File: src/rtl/ring_token_arbiter.sv
// Round-robin token-ownership arbiter for one ring node shared by cache, messenger and locker.
// Optional owner-hold watchdog is compiled in with `define RING_ARB_WATCHDOG_EN.
module ring_token_arbiter #(
  parameter logic [3:0]  TOKEN_TYPE = 4'd1,
  parameter int unsigned WDOG_LIMIT = 1023
) (
  input  logic       clock,
  input  logic       reset,
  input  logic [3:0] SlotTypeIn,
  input  logic [2:0] req,
  input  logic [2:0] rel,
  output logic [2:0] allow,
  output logic [2:0] waiting,
  output logic [2:0] owner,
  output logic       wdogErr
);

  typedef enum logic {
    IDLE = 1'b0,
    BUSY = 1'b1
  } state_t;

  state_t     state, state_nxt;
  logic [1:0] ptr, ptr_nxt;
  logic [2:0] owner_nxt;
  logic       tok;
  logic [2:0] pick;
  logic       rel_hit;
  logic       expire;

  // First requester at or after the priority pointer, wrapping 2 -> 0; pointer value 3 behaves as 0.
  function automatic logic [2:0] rr_pick(input logic [2:0] r, input logic [1:0] p);
    logic [2:0] g;
    g = 3'b000;
    case (p)
      2'd1: begin
        if      (r[1]) g = 3'b010;
        else if (r[2]) g = 3'b100;
        else if (r[0]) g = 3'b001;
      end
      2'd2: begin
        if      (r[2]) g = 3'b100;
        else if (r[0]) g = 3'b001;
        else if (r[1]) g = 3'b010;
      end
      default: begin
        if      (r[0]) g = 3'b001;
        else if (r[1]) g = 3'b010;
        else if (r[2]) g = 3'b100;
      end
    endcase
    return g;
  endfunction

  // Pointer value just past a one-hot owner, modulo 3.
  function automatic logic [1:0] ptr_after(input logic [2:0] oh);
    logic [1:0] p;
    case (oh)
      3'b001:  p = 2'd1;
      3'b010:  p = 2'd2;
      default: p = 2'd0;
    endcase
    return p;
  endfunction

  assign tok     = (SlotTypeIn == TOKEN_TYPE);
  assign pick    = rr_pick(req, ptr);
  assign rel_hit = |(rel & owner);
  assign waiting = req & ~allow;

  // NOTE: every signal driven here gets a default first so no path can leave it unassigned and infer a latch.
  always_comb begin
    state_nxt = state;
    owner_nxt = owner;
    ptr_nxt   = ptr;
    allow     = 3'b000;
    case (state)
      IDLE: begin
        allow = tok ? pick : 3'b000;
        if (tok && (|req)) begin
          owner_nxt = pick;
          state_nxt = BUSY;
        end
      end
      BUSY: begin
        // The owner keeps its qualifier for the whole tenure, so its burst logic is never cut off.
        allow = owner;
        if (rel_hit || expire) begin
          owner_nxt = 3'b000;
          ptr_nxt   = ptr_after(owner);
          state_nxt = IDLE;
        end
      end
      default: begin
        state_nxt = IDLE;
        owner_nxt = 3'b000;
      end
    endcase
  end

  // NOTE: state registers use non-blocking assignments so every flop samples pre-edge values.
  always_ff @(posedge clock or negedge reset) begin
    if (!reset) begin
      state <= IDLE;
      owner <= 3'b000;
      ptr   <= 2'd0;
    end else begin
      state <= state_nxt;
      owner <= owner_nxt;
      ptr   <= ptr_nxt;
    end
  end

`ifdef RING_ARB_WATCHDOG_EN
  localparam int unsigned CW = $clog2(WDOG_LIMIT + 1);

  logic [CW-1:0] wdog_cnt, wdog_cnt_nxt;
  logic          err_nxt;

  // Counter holds the number of completed BUSY cycles; the edge ending the LIMIT-th one forces release.
  assign expire = (state == BUSY) && (wdog_cnt == CW'(WDOG_LIMIT - 1));

  always_comb begin
    wdog_cnt_nxt = '0;
    err_nxt      = wdogErr;
    if (state == BUSY && !rel_hit && !expire) begin
      wdog_cnt_nxt = wdog_cnt + 1'b1;
    end
    if (expire && !rel_hit) begin
      err_nxt = 1'b1;
    end
  end

  always_ff @(posedge clock or negedge reset) begin
    if (!reset) begin
      wdog_cnt <= '0;
      wdogErr  <= 1'b0;
    end else begin
      wdog_cnt <= wdog_cnt_nxt;
      wdogErr  <= err_nxt;
    end
  end
`else
  assign expire  = 1'b0;
  assign wdogErr = 1'b0;
`endif

endmodule

File: config.mk
export PLATFORM = sky130hd
export DESIGN_NAME = ring_token_arbiter
export DESIGN_NICKNAME = d
export VERILOG_FILES = /design/src/rtl/ring_token_arbiter.sv
export SDC_FILE = /design/constraint.sdc
export NUM_CORES = 1
export LEC_CHECK = 0
export BUFFER_PORTS_ARGS = -buffer_cell sky130_fd_sc_hd__buf_2
export CORE_MARGIN = 1.5
export CORE_UTILIZATION = 30
export CTS_CLUSTER_DIAMETER = 150
export CTS_CLUSTER_SIZE = 10
export DETAILED_ROUTE_END_ITERATION = 10
export GPL_TIMING_DRIVEN = 0
export PLACE_DENSITY = 0.58
export SKIP_LAST_GASP = 1
export SLEW_MARGIN = 40
export SYNTH_ARGS = -nofsm -noshare
export SYNTH_HDL_FRONTEND = slang
export SYNTH_SLANG_ARGS = --single-unit
File: constraint.sdc
create_clock -name clock -period 2.5 [get_ports clock]
set_input_delay 0.125 -clock clock [delete_from_list [all_inputs] [get_ports clock]]
set_output_delay 0.125 -clock clock [all_outputs]
set_load 0.005 [all_outputs]
Yosys cells after proc, flatten, opt, wreduce, memory -nomap -nowiden
Cells that the tools add are included.

ROM bits: 0. Latch bits: 0. Memories kept: 0. Flip-flop bits (word level): 6. Memory bits (writable): 0.

Equal/unequal tests: 7. Reduce and logical (&&, ||, !) cells: 5. Multiplexer cells: 19. $lt $le $gt $ge: 0. Multipliers: 0. Bitwise gates (word level): 4. Add/sub/neg operators: 0. Shift operators: 0. Divide/modulo/power cells: 0.

Operator list (number): 3-bit 2-to-1 mux (9); 3-bit one-hot mux with 2 select lines (3); 3-bit bitwise AND (2); 3-bit OR reduction (2); 4-bit by 1-bit == test with 1-bit output (second input constant) (1); 2-bit 2-to-1 mux (2); 2-bit one-hot mux with 2 select lines (1); 2-bit AND reduction (2); 3-bit by 1-bit == test with 1-bit output (second input constant) (1); 3-bit by 2-bit == test with 1-bit output (second input constant) (1); 1-bit 2-to-1 mux (3); 3-bit NOT (1); 2-bit by 1-bit == test with 1-bit output (second input constant) (1); 2-bit == test (second input constant) (1); 2-bit by 1-bit != test with 1-bit output (second input constant) (1); 2-bit != test (second input constant) (1); 1-bit one-hot mux with 2 select lines (1); 1-bit logical AND (1); 1-bit NOT (1).

Logic depth before layout (Yosys ltp)
Depth in word-level cells: 8. Mapped depth: 6.

Worst setup path before layout
OpenSTA, ideal clock, no wires.

Path kind: flip-flop to output port. From: register ptr[0]. To: output port waiting[1]. Required time: 2.375 ns. Path slack: 1.002 ns. Path buffers: 0. Stages on the path, launching flop included: 7. Arrival: 1.373 ns. Path through: dfrtp_1 inv_1 ha_1 inv_1 a21oi_1 o2111a_1 a211oi_1.

Word-level cells in the longest chain between the ends: 6.

Ends and longest elaborated chain: from (decl) (RTL line 24) `logic [1:0] ptr, ptr_nxt;`; from (signal assigned) (RTL line 110) `ptr <= ptr_nxt;`; 2-bit == test or 2-bit by 1-bit == test with 1-bit output (tied branches) (RTL line 35) `case (p)`; 3-bit one-hot mux with 2 select lines (*) (RTL line 35); 3-bit 2-to-1 mux (*) (RTL line 79) `allow = tok ? pick : 3'b000;`; 3-bit one-hot mux with 2 select lines (*) (RTL line 77) `case (state)`; 3-bit NOT (*) (RTL line 69) `assign waiting = req & ~allow;`; 3-bit bitwise AND (*) (RTL line 69); to (decl) (RTL line 13) `output logic [2:0] waiting,`.

Mark *: on every way between the ends. The rest lies on a longest branch, timed or not.

Worst setup path after layout
Ends and elaborated chain as after synthesis.

==> results by group <==
Power
  • Total power: 523 µW
  • Leakage: 0.329 nW
  • Clock network fraction of design power: 0.176
  • Power Dens Cells: 864 mW/mm²
  • Maximum VDD drop: 0.000379 V
  • Seq pwr share: 0.360
  • Combinational Power Share: 0.464
  • Sw Share: 0.415
  • Sw power: 217 µW
  • Int Pwr: 306 µW

Routing
  • Via count: 461
  • Met2 wire len: 527 µm
  • Avg Vias per Cell: 5.07
  • Final ANT Viol Nets: 0
  • Post-route DRC: 0
  • Highest routed layer: met4
  • Metal1 wirelength: 537 µm
  • DR pass1 iterations: 4
  • Final WL: 1.14 mm
  • Iter 0 DRT Violations: 4
  • WL/cell: 12.5 µm
  • Met3 WL post-DR: 53 µm

Setup path
  • CP max stage delay: 0.37 ns
  • Register-to-register setup slack: 0.92 ns
  • Worst setup EP type: output port
  • Crit-path most repeated cell: inv_1
  • Critical R2R Capture: owner[0]
  • Critical R2R Launch: ptr[0]
  • Critical Path Stages: 7
  • WS Path Type: reg2out
  • Crit path cell chain: inv_1 > ha_1 > inv_1 > a21oi_1 > o2111a_1 > a211oi_1 > buf_2
  • Crit path buf inv count: 3
  • Path depth of the worst reg2reg path: 5
  • Crit path required time: 2.38 ns
  • Crit path DAT: 1.84 ns
  • Top fanout value on the critical path: 4
  • Max stage delay cell, worst path: dfrtp_1
  • Critical path's top delay family: compound AO/OA/AOI/OAI gates
  • Worst Setup Start Kind: register

Worst hold path
  • Worst hold start: rel[1]
  • Hold endpoint: state
  • Hold Path Depth: 4
  • Hold Path Class: in2reg

Synthesis
  • Top cell type's share of synthesized area: 0.331
  • Register area share after synthesis: 0.331
  • Mux contribution to synthesized area: 0
  • Syn Nets: 66
  • Distinct cells, synth: 27
  • Cell taking the most area after synthesis: dfrtp_1
  • Synth warn: 0
  • Mapped Cells: 52
  • Xor-xnor portion of the synthesized cell area: 0
  • Fraction of the mapped netlist area in simple logic gates: 0.242
  • Adder-Cell Fraction of Synth Area: 0.0551
  • Complex-gate fraction of the synthesized area: 0.287
  • Largest cells by area after synthesis: dfrtp_1, nand2_1, ha_1
  • Mapped cell area: 454 µm²
  • Syn Area/Cell: 8.73 µm²
  • Largest family of logic cells by synthesized area: compound AO/OA/AOI/OAI gates
  • Post-synthesis register bit count: 6

Finish
  • Fin nets: 92
  • Synthesis-to-layout area growth: 33.3%
  • FILL cells: 144
  • ANT cells: 0
  • Share of cells above drive strength 1: 0.408
  • Final core utilization: 0.449

Run
  • Max_cap viols: 0

Clocking
  • CTS root buffer: clkbuf_4
  • CTS H-tree lvls: 1
  • Post-CTS Hold Fix Bufs: 1
  • Worst-Skew Late Latency: 0.25 ns
  • Postcts setup bufs: 0
  • CTS sink cnt: 6
  • Post-CTS resize count: 0
  • TritonCTS clock tree: done
  • TritonCTS Buffers: 3
  • Clock-pin slew on the worst setup and hold paths: 0.05 ns
  • Clock Tree Buf Depth: 2

Floorplanning
  • Chip width: 41.9 µm
  • Io pins: 22
  • Row cnt: 13
  • Overall die height: 41.9 µm
  • Initial Util: 0.336
  • Core area: 0.00135 mm²
  • Die ar.: 0.00176 mm²

Timing
  • RSZ-0062 raised after global routing: false
  • Layout Skew: 0.00254 ns
  • Setup WS post-layout: 0.532 ns
  • Total Negative Setup Slacks: 0 ns
  • Fin. max-slew vios: 0
  • Fin. Hold Viols: 0
  • Hold WS: 0.189 ns
  • Final Cycle Share: 0.787
  • F_max: 0.508 GHz
  • Final Setup Violations: 0
  • Post-layout min period: 1.97 ns

Global route
  • GRT Total Usage: 0.137
  • Largest net degree at the start of global routing: 9
  • GR Overflow Total: 0
  • Initial antenna violation count: 0
  • First-pass GRT wire length: 1.85 mm
  • Vias in the first global route: 432

Place
  • Port Buffers: 20
  • Detailed Place HPWL: 878 µm
  • GPL Wtd Cong: 0.820
  • Pre-CTS setup slack: 0.774 ns

Status
  • Status: finished clean
-- worst max-delay path by stage --
stage / startpoint / endpoint
final: ptr[0] / waiting[1]
after CTS: ptr[0] / waiting[1]
after global placement: ptr[0] / waiting[1]
after floorplan: ptr[0] / waiting[1]
after detailed placement: ptr[0] / waiting[1]
after global routing: ptr[0] / waiting[1]
-- synth_stat cells (all sizes together) --
cell	number
ha	2
dfrtp	6
nand3	1
o41ai	1
o311ai	2
buf	2
o2111a	1
nor4	1
inv	6
nor2b	2
nor2	3
and2	1
a22o	2
a21oi	2
o21ai	4
a211oi	1
conb	1
a21o	2
nand2	9
a222oi	1
nand2b	1
or2b	1
-- power groups by stage --
stage | Combinational, mW | Clock (mW) | Sequential, mW
after global placement | 0.236 | 0 | 0.190
after CTS | 0.245 | 0.0946 | 0.190
after detailed placement | 0.244 | 0 | 0.191
after floorplan | 0.163 | 0 | 0.179
after global routing | 0.276 | 0.0965 | 0.197
final | 0.243 | 0.0922 | 0.189
-- routing by layer --
metal,vias up,GRT usage
li1,229,-
met1,214,0.181
met2,16,0.213
met3,2,0.0174
met4,0,0.0774
met5,-,0
-- flip-flops by register name (all words and copies together), names as in the netlist --
name   cells
owner      3
ptr        2
state      1
-- worst reg2reg max path: stages (launching register included) --
cell and delay [ns]:
dfrtp_1 0.37, inv_1 0.05, ha_1 0.34, o311ai_2 0.39, a21oi_2 0.09, a22o_1 0.24
-- cell usage in the layout, fill, tap and decap left out, types with 2 or more instances in the layout --
cell type / n
buf_2: 21
o21ai_0: 3
inv_1: 6
nor2_1: 3
dfrtp_1: 6
nor2b_1: 2
a21o_1: 2
nand2_1: 9
clkbuf_4: 3
ha_1: 2
-- metrics by stage --
step	std cells	cell area, µm²
global placement	87	573
global route	91	606
finish	91	606
floorplan	52	454
CTS	91	606
detailed placement	87	573
-- area by class of cell --
| type | instances | area (µm²) | share of cell area |
|---|---|---|---|
| well taps | 15 | 18.8 | 0.0310 |
| repair buffers | 21 | 110 | 0.182 |
| multi-input cells | 38 | 269 | 0.444 |
| flip-flops and latches | 6 | 150 | 0.248 |
| plain buffers | 2 | 12.5 | 0.0207 |
| clock buffers | 3 | 22.5 | 0.0372 |
| inverters | 6 | 22.5 | 0.0372 |
-- cell families after synthesis --
logic type,Yosys count
other,1
adder cells (fa/ha/maj),2
AND/OR/NAND/NOR,19
AO/OA/AOI/OAI,16
flip-flops,6
buffers and inverters,8
(Power assumes the default switching activity.)
